<file path="src/rtl/rock_pkg.sv">
// Shared state encoding, default timing and small helpers for the rocking controller.
package rock_pkg;

    localparam int unsigned STATE_W = 3;

    typedef enum logic [STATE_W-1:0] {
        IDLE   = 3'd0,
        SETTLE = 3'd1,
        EVAL   = 3'd2,
        HOLD   = 3'd3,
        NEXT   = 3'd4,
        DONE   = 3'd5,
        FAULT  = 3'd6
    } rock_state_e;

    localparam int unsigned DEF_NUM_SETTINGS = 8;
    localparam int unsigned DEF_IDX_W        = 3;
    localparam int unsigned DEF_CNT_W        = 8;
    localparam int unsigned DEF_SETTLE_TICKS = 8;
    localparam int unsigned DEF_EVAL_TICKS   = 16;
    localparam int unsigned DEF_HOLD_TICKS   = 32;
    localparam int unsigned DEF_CALM_EVALS   = 3;
    localparam int unsigned DEF_MAX_PASSES   = 2;

    // States in which the cradle motor is driven and the session counts as busy.
    function automatic logic is_active(input rock_state_e st);
        return (st == SETTLE) || (st == EVAL) || (st == HOLD) || (st == NEXT);
    endfunction

endpackage

</file>
<file path="src/rtl/tick_timer.sv">
// Tick-gated interval timer; expire marks the tick on which the count reaches limit-1.
module tick_timer #(
    parameter int unsigned CNT_W = 8
) (
    input  logic             clk,
    input  logic             reset,
    input  logic             load,
    input  logic             tick,
    input  logic [CNT_W-1:0] limit,
    output logic             expire
);

    logic [CNT_W-1:0] cnt;

    // Combinational so the FSM can act on the closing tick in the same cycle.
    assign expire = tick && (cnt == (limit - CNT_W'(1)));

    // Count ticks; load restarts the interval on every state entry.
    always_ff @(posedge clk) begin
        if (reset) begin
            cnt <= '0;
        end else if (load) begin
            cnt <= '0;
        end else if (tick) begin
            cnt <= expire ? '0 : cnt + CNT_W'(1);
        end
    end

endmodule

</file>
<file path="src/rtl/rock_controller.sv">
// Steps the cradle motor through rocking settings and judges each from stress verdicts.
module rock_controller
    import rock_pkg::*;
#(
    parameter int unsigned NUM_SETTINGS = DEF_NUM_SETTINGS,
    parameter int unsigned IDX_W        = DEF_IDX_W,
    parameter int unsigned CNT_W        = DEF_CNT_W,
    parameter int unsigned SETTLE_TICKS = DEF_SETTLE_TICKS,
    parameter int unsigned EVAL_TICKS   = DEF_EVAL_TICKS,
    parameter int unsigned HOLD_TICKS   = DEF_HOLD_TICKS,
    parameter int unsigned CALM_EVALS   = DEF_CALM_EVALS,
    parameter int unsigned MAX_PASSES   = DEF_MAX_PASSES
) (
    input  logic               clk,
    input  logic               reset,
    input  logic               tick,
    input  logic               start,
    input  logic               stop,
    input  logic               clr_fault,
    input  logic               gedaald,
    input  logic               gelijk,
    input  logic               error,
    output logic [IDX_W-1:0]   setting,
    output logic               motor_en,
    output logic               eval_req,
    output logic               busy,
    output logic               done,
    output logic               fault,
    output logic [STATE_W-1:0] state_dbg
);

    localparam int unsigned CALM_W = $clog2(CALM_EVALS + 1);
    localparam int unsigned PASS_W = $clog2(MAX_PASSES + 1);

    rock_state_e       state, state_nxt;
    logic [IDX_W-1:0]  setting_nxt;
    logic [CALM_W-1:0] calm_cnt, calm_nxt, calm_inc_c;
    logic [PASS_W-1:0] pass_cnt, pass_nxt, pass_inc_c;
    logic              settled, settled_nxt;
    logic              eval_req_nxt;
    logic              load_c;
    logic [CNT_W-1:0]  limit_c;
    logic              timer_expire;

    assign calm_inc_c = calm_cnt + CALM_W'(1);
    assign pass_inc_c = pass_cnt + PASS_W'(1);

    // Every state change restarts the interval timer.
    assign load_c = (state_nxt != state);

    // Interval length for the state currently being timed.
    always_comb begin
        limit_c = CNT_W'(SETTLE_TICKS);
        case (state)
            EVAL:    limit_c = CNT_W'(EVAL_TICKS);
            HOLD:    limit_c = CNT_W'(HOLD_TICKS);
            default: limit_c = CNT_W'(SETTLE_TICKS);
        endcase
    end

    tick_timer #(
        .CNT_W (CNT_W)
    ) u_timer (
        .clk    (clk),
        .reset  (reset),
        .load   (load_c),
        .tick   (tick),
        .limit  (limit_c),
        .expire (timer_expire)
    );

    // Next-state and next-value logic; stop overrides everything except FAULT.
    always_comb begin
        state_nxt    = state;
        setting_nxt  = setting;
        calm_nxt     = calm_cnt;
        pass_nxt     = pass_cnt;
        settled_nxt  = settled;
        eval_req_nxt = 1'b0;

        if (stop && (state != FAULT)) begin
            state_nxt   = IDLE;
            setting_nxt = '0;
            calm_nxt    = '0;
            pass_nxt    = '0;
            settled_nxt = 1'b0;
        end else begin
            case (state)
                IDLE, DONE: begin
                    if (start) begin
                        state_nxt   = SETTLE;
                        setting_nxt = '0;
                        calm_nxt    = '0;
                        pass_nxt    = '0;
                        settled_nxt = 1'b0;
                    end
                end
                SETTLE, HOLD: begin
                    if (timer_expire) begin
                        state_nxt    = EVAL;
                        eval_req_nxt = 1'b1;
                    end
                end
                EVAL: begin
                    if (timer_expire) begin
                        if (error) begin
                            state_nxt = FAULT;
                        end else if (gedaald) begin
                            state_nxt   = HOLD;
                            settled_nxt = 1'b1;
                            calm_nxt    = '0;
                        end else if (gelijk && settled) begin
                            calm_nxt  = calm_inc_c;
                            state_nxt = (calm_inc_c == CALM_W'(CALM_EVALS)) ? DONE : HOLD;
                        end else begin
                            state_nxt   = NEXT;
                            settled_nxt = 1'b0;
                            calm_nxt    = '0;
                        end
                    end
                end
                NEXT: begin
                    if (setting == IDX_W'(NUM_SETTINGS - 1)) begin
                        setting_nxt = '0;
                        pass_nxt    = pass_inc_c;
                        state_nxt   = (pass_inc_c == PASS_W'(MAX_PASSES)) ? FAULT : SETTLE;
                    end else begin
                        setting_nxt = setting + IDX_W'(1);
                        state_nxt   = SETTLE;
                    end
                end
                FAULT: begin
                    if (clr_fault) begin
                        state_nxt   = IDLE;
                        setting_nxt = '0;
                        calm_nxt    = '0;
                        pass_nxt    = '0;
                        settled_nxt = 1'b0;
                    end
                end
                default: begin
                    state_nxt = IDLE;
                end
            endcase
        end
    end

    // State register and registered outputs decoded from the next state.
    always_ff @(posedge clk) begin
        if (reset) begin
            state    <= IDLE;
            setting  <= '0;
            calm_cnt <= '0;
            pass_cnt <= '0;
            settled  <= 1'b0;
            eval_req <= 1'b0;
            motor_en <= 1'b0;
            busy     <= 1'b0;
            done     <= 1'b0;
            fault    <= 1'b0;
        end else begin
            state    <= state_nxt;
            setting  <= setting_nxt;
            calm_cnt <= calm_nxt;
            pass_cnt <= pass_nxt;
            settled  <= settled_nxt;
            eval_req <= eval_req_nxt;
            motor_en <= is_active(state_nxt);
            busy     <= is_active(state_nxt);
            done     <= (state_nxt == DONE);
            fault    <= (state_nxt == FAULT);
        end
    end

    assign state_dbg = state;

endmodule

</file>
<file path="config.mk">
export PLATFORM = sky130hd
export DESIGN_NAME = rock_controller
export DESIGN_NICKNAME = d
export VERILOG_FILES = /design/src/rtl/rock_pkg.sv /design/src/rtl/tick_timer.sv /design/src/rtl/rock_controller.sv
export SDC_FILE = /design/constraint.sdc
export NUM_CORES = 1
export LEC_CHECK = 0
export CAP_MARGIN = 20
export CORE_ASPECT_RATIO = 0.6
export CORE_MARGIN = 4
export CORE_UTILIZATION = 53
export CTS_CLUSTER_DIAMETER = 30
export CTS_CLUSTER_SIZE = 28
export DETAILED_ROUTE_END_ITERATION = 10
export HOLD_SLACK_MARGIN = 0.1
export PLACE_DENSITY_LB_ADDON = 0.05
export SLEW_MARGIN = 0
export SYNTH_ARGS = -nofsm -noshare
export SYNTH_HDL_FRONTEND = slang
export SYNTH_SLANG_ARGS = --single-unit
</file>
<file path="constraint.sdc">
create_clock -name clk -period 2.6 [get_ports clk]
set_input_delay 0.39 -clock clk [delete_from_list [all_inputs] [get_ports clk]]
set_output_delay 0.39 -clock clk [all_outputs]
set_load 0.05 [all_outputs]
</file>
# Word level (Yosys, flattened, before mapping)
# Cells that the tools add are included.
dict set report totals {
  word_cells 93
  ff_bits 23
  input_bits 9
  out_inout_bits 11
}
dict set report op_classes {
  n_eq_ne 24
  muxes 35
  n_bitwise 1
  add_sub_neg 5
  reduce_logical 18
}
# op count
set ops {}
lappend ops {{3-bit 2-to-1 mux} 14}
lappend ops {{3-bit equality test, second input constant} 7}
lappend ops {{3-bit one-hot mux with 5 select lines} 1}
lappend ops {{2-bit 2-to-1 mux} 7}
lappend ops {{3-bit by 2-bit equality test with 1-bit output, second input constant} 4}
lappend ops {{2-bit one-hot mux with 3 select lines} 2}
lappend ops {{6-bit one-hot mux with 2 select lines} 1}
lappend ops {{3-bit one-hot mux with 3 select lines} 1}
lappend ops {{8-bit by 1-bit adder with 8-bit output, second input constant} 1}
lappend ops {{8-bit equality test} 1}
lappend ops {{8-bit 2-to-1 mux} 1}
lappend ops {{2-bit != test, second input constant} 4}
lappend ops {{2-bit OR reduction} 4}
lappend ops {{1-bit 2-to-1 mux} 7}
lappend ops {{6-bit by 1-bit subtractor with 7-bit output, second input constant} 1}
lappend ops {{3-bit by 1-bit equality test with 1-bit output, second input constant} 2}
lappend ops {{3-bit != test, second input constant} 2}
lappend ops {{6-bit AND reduction} 1}
lappend ops {{3-bit nonzero test} 2}
lappend ops {{5-bit AND reduction} 1}
lappend ops {{2-bit by 1-bit adder with 2-bit output, second input constant} 2}
lappend ops {{2-bit equality test, second input constant} 2}
lappend ops {{4-bit AND reduction} 1}
lappend ops {{3-bit by 1-bit adder with 3-bit output, second input constant} 1}
lappend ops {{9 further kinds} 13}

# Depth between registers and ports, before layout
# Gate-level depths: netlist of the first run.
dict set report logic_depth {
  word_depth 13
  mapped_depth 8
  depth_no_buf 8
}

# Cells and area by module
# Synthesis of the first run repeated with hierarchy kept, for this count alone.
dict set report unflattened {
  hier_cells 196
  hier_area_um2 1590.3
}
# module area_per_inst_um2 cells_each instances seq_area_each_um2
set modules_own_cells {}
lappend modules_own_cells {rock_controller 968.4 124 1 300.3}
lappend modules_own_cells {tick_timer 621.8 72 1 160.2}

# Worst setup path after synthesis of the first run
# No wires, ideal clock.
dict set report synth_path {
  kind {reg-to-reg}
  start {register setting[0]}
  end {register busy}
  stages_incl_launch_ff 9
  arrival_ns 1.948
  setup_slack_ns 0.534
  synth_period_minus_slack_ns 2.066
  setup_time_ns 0.118
  path_cell_list {dfxtp_1 ha_1 ha_1 nand3b_1 o21ai_0 a2111oi_2 a21o_1 nand2_1 mux2i_1}
}
dict set report synth_via {
  elab_chain_cells 8
  word_cells_on_any_way 11
}
# item line
set synth_lines {}
lappend synth_lines {{start: declaration} rock_controller.sv:23} ;# output logic [IDX_W-1:0] setting,
lappend synth_lines {{start signal: assignment} rock_controller.sv:163} ;# setting <= setting_nxt;
lappend synth_lines {{3-bit equality test *} rock_controller.sv:123} ;# if (setting == IDX_W'(NUM_SETTINGS - 1)) begin
lappend synth_lines {{3-bit 2-to-1 mux *} rock_controller.sv:123}
lappend synth_lines {{3-bit one-hot mux with 5 select lines *} rock_controller.sv:88} ;# case (state)
lappend synth_lines {{3-bit 2-to-1 mux *} rock_controller.sv:81} ;# if (stop && (state != FAULT)) begin
lappend synth_lines {{3-bit by 1-bit equality test with 1-bit output / 3-bit by 2-bit equality test with 1-bit output (equally long branches)} rock_pkg.sv:27} ;# return (st == SETTLE) || (st == EVAL) || (st == HOLD) || (st == NEXT);
lappend synth_lines {{1-bit logical OR (2 in a row)} rock_pkg.sv:27}
lappend synth_lines {{1-bit logical OR *} rock_pkg.sv:27}
lappend synth_lines {{end signal: assignment} rock_controller.sv:169} ;# busy <= is_active(state_nxt);
lappend synth_lines {{end: declaration} rock_controller.sv:26} ;# output logic busy,
# Every way passes the cells marked *; elsewhere a longest branch is shown, timed or not.
# A chain may end at the register's enable or synchronous reset.

# Final worst setup path of the first run
dict set report layout_path {
  start {register state[1], in the netlist state_dbg[1]}
  end {output port state_dbg[1]}
}
# item line
set layout_lines {}
lappend layout_lines {{start: declaration} rock_controller.sv:35} ;# rock_state_e state, state_nxt;
lappend layout_lines {{start signal: assignment} rock_controller.sv:162} ;# state <= state_nxt;
lappend layout_lines {{end: declaration} rock_controller.sv:29} ;# output logic [STATE_W-1:0] state_dbg
# No word-level cell between the ends.

==> run summary, run 1 <==
ratio of total power to cell area = 406 nW/um2
slack of the critical path = 0.321 ns
CP cell instances = clkdlybuf4s50_1
most used standard cells in the synthesized netlist = sky130_fd_sc_hd__nor2_1, sky130_fd_sc_hd__dfxtp_1, sky130_fd_sc_hd__a21oi_1, sky130_fd_sc_hd__nand2_1, sky130_fd_sc_hd__inv_1
synthesized area = 1380 um2
placement row count = 14
most common cell in the synthesized netlist = sky130_fd_sc_hd__nor2_1
max capacitance violation total = 0
die area = 3520 um2
final instance count without filler cells = 217
worst reg2reg startpoint = state_dbg[1]$_SDFF_PP0_
CP required = 2.21 ns
share of synthesized registers carrying an async set or reset = 0%
Sinks on Clock Net = 23
Arr. time, crit path = 1.89 ns
area fraction in compound gates after synthesis = 19.6%
number of flops mapped to enable cells by yosys = 0
post-synthesis simple-gate area fraction = 29.8%
core footprint = 2500 um2
largest net degree at the start of global routing = 20
Max transition margin = 60.1%
signed area change from the synthesized netlist to the final layout = 16.3%
final weighted congestion of routability-driven global placement = 0.885
TNS Setup = 0 ns
total wire length = 2950 um
biggest fanout along the worst timing path = 19
count of distinct cell types in the synthesized netlist = 41
via count of the first global-routing pass = 1163
register area share after synthesis = 33.3%
multiplexer fraction of the synthesized cell area = 1.45%
HPWL after detailed placement = 2170 um
overall fraction of global-route tracks in use = 18.9%
effective utilization at floorplan = 55.2%
# IOs = 20
post-synthesis sequential element count = 23
fraction of power consumed by combinational cells = 10.5%
Post-CTS Hold Fix Bufs = 0
Root Buffer Master = sky130_fd_sc_hd__clkbuf_8
cell accounting for the most synthesized area = sky130_fd_sc_hd__dfxtp_1
Post-Synth Adder-Cell Area = 5.25%
timing-limited maximum frequency = 0.439 GHz
TritonCTS clock tree = yes
antenna violation net count after detailed routing = 0
Inserted Diodes = 0
count of final hold-check violations = 0
minimum clock period after layout = 2.28 ns
leading cell types by total area after synthesis = sky130_fd_sc_hd__dfxtp_1, sky130_fd_sc_hd__nor2_1, sky130_fd_sc_hd__a21oi_1
buffers plus inverters on the worst setup path = 1
fraction of final layout cells sized beyond drive strength 1 = 6.49%
longest individual stage delay on the worst path = 0.92 ns
post-placement worst setup slack = 0.253 ns
Net Sw Power = 0.000157 W
final worst-path cycle share = 87.7%
launch instance of the worst min-delay path = calm_cnt[0]$_SDFFE_PP0P_
maximum level of the CTS H-tree = 1
Die Height = 47.6 um
critical path endpoint category = primary output
largest family of logic cells by synthesized area = simple AND/OR/NAND/NOR gates
number of gates resized after CTS = 0
vias per cell = 5.69
Slowest-stage cell, CP = sky130_fd_sc_hd__clkdlybuf4s50_1
first-pass GRT wire length = 5060 um
Post-Syn Instances = 170
later-pin clock latency in the skew report = 0.27 ns
Min-Delay Path Class = reg -> reg
Max rail drop VDD = 0.000331 V
first-pass detailed-route iteration total = 4
final max-slew violation count = 0
share of total power in the clock network = 34.4%
clock-pin slew reported for the worst setup and hold paths after clock tree synthesis = 0.08 ns
routed wirelength normalized by instance count = 13.6 um
Post-Route Skew = 0.00186 ns
internal power of the cells = 0.000496 W
Chip Width = 73.9 um
first-iteration detailed-routing DRC count = 83
classification of the worst setup path = reg -> out
xor/xnor share of the synthesized area = 5.07%
setup fix buffers added after clock tree synthesis = 0
delay-heaviest family, CP = buffers and inverters
setup repair after global routing missed its margin = no
antenna violations before repair = 0
Mean Syn Cell Area = 8.13 um2
Synth top area share = 33.3%
fraction of power spent switching nets = 24.0%
flip-flop cell with the highest count after synthesis = sky130_fd_sc_hd__dfxtp_1
portion of total power attributed to sequential cells = 55.1%
DRC violations left = 0
worst setup path startpoint = state_dbg[1]$_SDFF_PP0_
slew at the pin closest to its max-slew limit = 0.598 ns
NumNets Final = 200
total vias in the final route = 1234
syn_nets = 184
placed cell count = 213
static leakage power = 0.597 nW
total of buffers placed on input and output ports = 19
final setup vio count = 0
overflow left after global routing = 0
warnings from Yosys = 0
result of the run = finished clean
Startpoint Class = flop
clock buffers created by TritonCTS = 3
maximum clock path buffer count = 2
worst paths after layout:
path	cells past startpoint	endpoint	slack, ns
setup / recovery	1	state_dbg[1]	0.32
hold / removal	2	calm_cnt[0]$_SDFFE_PP0P_	0.47
setup reg to reg	6	busy$_SDFF_PP0_	0.49
hold reg to reg	2	calm_cnt[0]$_SDFFE_PP0P_	0.47
kinds of logic (layout without fill, tap and decap cells):
logic type | Yosys count | in the layout
adders and majority gates | 6 | 6
xor gates and xnor gates | 8 | 8
DFF | 23 | 23
buffers and inverters | 15 | 30
AOI/OAI and AO/OA | 41 | 41
and+or+nand+nor | 75 | 75
muxes | 2 | 2
layout by cell type (no fill, tap or decap), types with 2 or more instances in the layout:
cell type / netlist / routed
sky130_fd_sc_hd__a21o_1: 6 / 6
sky130_fd_sc_hd__a22oi_1: 4 / 4
sky130_fd_sc_hd__nand3b_1: 5 / 5
sky130_fd_sc_hd__ha_1: 5 / 5
sky130_fd_sc_hd__nand2_1: 14 / 14
sky130_fd_sc_hd__inv_1: 7 / 7
sky130_fd_sc_hd__a21oi_1: 14 / 14
sky130_fd_sc_hd__clkbuf_8: 0 / 3
sky130_fd_sc_hd__dfxtp_1: 23 / 23
sky130_fd_sc_hd__and3_1: 2 / 2
sky130_fd_sc_hd__mux2i_1: 2 / 2
sky130_fd_sc_hd__nor2_1: 25 / 25
sky130_fd_sc_hd__nor3_1: 5 / 5
sky130_fd_sc_hd__xor2_1: 5 / 5
sky130_fd_sc_hd__nand2b_1: 4 / 4
sky130_fd_sc_hd__a31oi_1: 2 / 2
sky130_fd_sc_hd__xnor2_1: 3 / 3
sky130_fd_sc_hd__and2b_1: 2 / 2
sky130_fd_sc_hd__nand3_1: 2 / 2
sky130_fd_sc_hd__o21ai_0: 6 / 6
sky130_fd_sc_hd__nand4_1: 5 / 5
sky130_fd_sc_hd__or3_1: 3 / 3
sky130_fd_sc_hd__clkdlybuf4s50_1: 0 / 19
sky130_fd_sc_hd__o21a_1: 2 / 2
sky130_fd_sc_hd__nor3b_2: 2 / 2
per-layer routing:
metal | global-route usage, % | part of all wire [%]
met3 | 5.03 | 5.9
met4 | 6.86 | 0.85
met5 | 0 | 0
met2 | 28.9 | 41
met1 | 25.8 | 52
stage by stage:
stage	util, %	power (W)	cell area, um2	hold WS (ns)
final	64.2	0.000653	1610	0.472
after global routing	64.2	0.000685	1610	0.490
after CTS	64.2	0.000664	1610	0.473
after detailed placement	62.4	0.000437	1560	0.462
after global placement	62.4	0.000435	1560	0.443
after floorplan	-	0.000409	1380	0.436
final cells by class:
cell class	instances	area, um2
clock buffers	4	45.0
fillers	219	897
inverters	7	26.3
multi-input cells	132	846
flip-flops and latches	23	460
well taps	32	40.0
repair buffers	19	190
registers in the layout, indices dropped and copies added, names as in the netlist:
register / flops
eval_req: 1
calm_cnt: 2
settled: 1
state_dbg: 3
pass_cnt: 2
setting: 3
u_timer.cnt: 8
fault: 1
busy: 1
done: 1
power by group through the flow:
stage / sequential, W / clock, W / combinational (W)
after floorplan: 0.000372 / 0 / 0.0000376
after global placement: 0.000368 / 0 / 0.0000670
after detailed placement: 0.000369 / 0 / 0.0000682
after CTS: 0.000360 / 0.000235 / 0.0000688
after global routing: 0.000361 / 0.000248 / 0.0000754
final: 0.000360 / 0.000225 / 0.0000686
No activity file was read; power rests on OpenSTA's default activity.
==> run 2: changes to the inputs <==
CORE_ASPECT_RATIO = unset   (was 0.6)
CORE_UTILIZATION = 57   (was 53)
clock period = 2.8 ns   (was 2.6 ns; I/O delays follow)
==> run 2 against run 1 <==
Compared with the run above:
- routed wire length down 4.7%
- final cell count decreased by 1.8%
- critical path type unchanged
- core utilization increased by 6.1 points
- critical endpoint unchanged
- register-to-register slack improved by 0.23 ns
- combinational power down 7.9%
- largest cell class unchanged
- setup slack better by 0.13 ns
- global-route usage rose by 0.24 points
- via count fell by 2.3%
- first-iteration DRC count decreased by 63%
- clock skew increased by 0.00095 ns
==> run summary, run 2 (same netlist as run 1, synthesis figures left out) <==
Sinks on Clock Net = 23 (unchanged)
minimum hold slack = 0.477 ns (+0.00573 ns)
clock-pin slew reported for the worst setup and hold paths after clock tree synthesis = 0.12 ns (+0.04 ns)
overflow left after global routing = 0 (unchanged)
critical path endpoint category = primary output
Startpoint Class = flop
signed area change from the synthesized netlist to the final layout = 14.6%
final setup vio count = 0 (unchanged)
clock buffers created by TritonCTS = 3 (unchanged)
placement row count = 17 (+3)
number of gates resized after CTS = 0 (unchanged)
TNS Setup = 0 ns (unchanged)
CP required = 2.38 ns (+0.17 ns)
fraction of final layout cells sized beyond drive strength 1 = 6.49% (unchanged)
Design Power = 0.000552 W (-15%)
most common library cell in the layout ignoring fill and taps = sky130_fd_sc_hd__nor2_1
final weighted congestion of routability-driven global placement = 0.816 (-7.8%)
die area = 3280 um2 (-6.8%)
antenna violation net count after detailed routing = 0 (unchanged)
core footprint = 2250 um2 (-10%)
slew at the pin closest to its max-slew limit = 0.560 ns (-0.0379 ns)
final design instance area without fill = 1580 um2 (-1.5%)
CP cell instances = clkdlybuf4s50_1
maximum level of the CTS H-tree = 1 (unchanged)
routed wirelength normalized by instance count = 13.2 um (-3.0%)
Post-Route Skew = 0.00280 ns (+0.000945 ns)
vias per cell = 5.66 (-0.43%)
later-pin clock latency in the skew report = 0.31 ns (+0.04 ns)
static leakage power = 0.589 nW (-1.3%)
total wire length = 2810 um (-4.7%)
first-pass detailed-route iteration total = 4 (unchanged)
Root Buffer Master = sky130_fd_sc_hd__clkbuf_4
classification of the worst setup path = reg -> out
timing-limited maximum frequency = 0.426 GHz
Inserted Diodes = 0 (unchanged)
max capacitance violation total = 0 (unchanged)
setup repair after global routing missed its margin = no
first-pass GRT wire length = 5130 um (+1.5%)
biggest fanout along the worst timing path = 19 (unchanged)
placed instance area = 1560 um2 (-0.32%)
minimum clock period after layout = 2.35 ns
final max-slew violation count = 0 (unchanged)
largest net degree at the start of global routing = 20 (unchanged)
longest individual stage delay on the worst path = 0.92 ns (about the same)
post-layout utilization of the core = 70.3% (+6.1 points)
Die Height = 57.3 um (+20%)
DRC violations left = 0 (unchanged)
Slowest-stage cell, CP = sky130_fd_sc_hd__clkdlybuf4s50_1
via count of the first global-routing pass = 1201 (+3.3%)
buffers plus inverters on the worst setup path = 1 (unchanged)
TritonCTS clock tree = yes
final worst-path cycle share = 83.8%
Post-CTS Hold Fix Bufs = 0 (unchanged)
NumNets Final = 200 (unchanged)
total vias in the final route = 1206 (-2.3%)
antenna violations before repair = 0 (unchanged)
ratio of total power to cell area = 349 nW/um2 (-14%)
Biggest register = u_timer.cnt
delay-heaviest family, CP = buffers and inverters
Largest register FFs = 8 (unchanged)
overall fraction of global-route tracks in use = 19.1% (+0.24 points)
Chip Width = 57.3 um (-23%)
setup fix buffers added after clock tree synthesis = 0 (unchanged)
count of final hold-check violations = 0 (unchanged)
HPWL after detailed placement = 2220 um (+2.0%)
effective utilization at floorplan = 61.3% (+6.1 points)
Min-Delay Path Class = reg -> reg
total of buffers placed on input and output ports = 19 (unchanged)
Max rail drop VDD = 0.000274 V (-17%)
first-iteration detailed-routing DRC count = 31 (-63%)
maximum clock path buffer count = 2 (unchanged)
result of the run = finished clean
# IOs = 20 (unchanged)
highest-count cells in the layout ignoring fill and taps = sky130_fd_sc_hd__nor2_1, sky130_fd_sc_hd__dfxtp_1, sky130_fd_sc_hd__clkdlybuf4s50_1
Max transition margin = 62.6% (+2.5 points)
Arr. time, crit path = 1.93 ns (+0.04 ns)
## run 2: worst paths after layout
check	startpoint	endpoint	slack, ns	cells after the start
hold / removal	calm_cnt[1]$_SDFFE_PP0P_	calm_cnt[1]$_SDFFE_PP0P_	0.48	2
setup reg to reg	state_dbg[1]$_SDFF_PP0_	busy$_SDFF_PP0_	0.72	6
setup / recovery	state_dbg[1]$_SDFF_PP0_	state_dbg[1]	0.45	1
hold reg to reg	calm_cnt[1]$_SDFFE_PP0P_	calm_cnt[1]$_SDFFE_PP0P_	0.48	2
## run 2: area by class of cell
class	instances	area [um2]
inverters	7	26.3
fillers	190	671
multi-input cells	132	846
clock buffers	4	26.3
repair buffers	19	190
well taps	28	35.0
flip-flops and latches	23	460
## run 2: report_power, final
group / internal (W) / leakage [nW] / switching, W
logic: 0.0000290 / 0.389 / 0.0000342
registers: 0.000330 / 0.186 / 0.00000431
clock network: 0.0000557 / 0.0150 / 0.0000987
## run 2: through the flow
stage	setup WS [ns]	cells
2_1_floorplan	0.734	170
3_3_place_gp	0.567	209
3_5_place_dp	0.485	209
4_1_cts	0.455	213
5_1_grt	0.330	213
6_report	0.454	213
## run 2: metal layers
layer  up-vias  GRT usage (%)  part of all wire, %
li1        627              -                    -
met1       557           23.3                   45
met2        18           33.6                   51
met3         4           3.17                  3.1
met4         0           6.95                 0.96
met5         -              0                    0
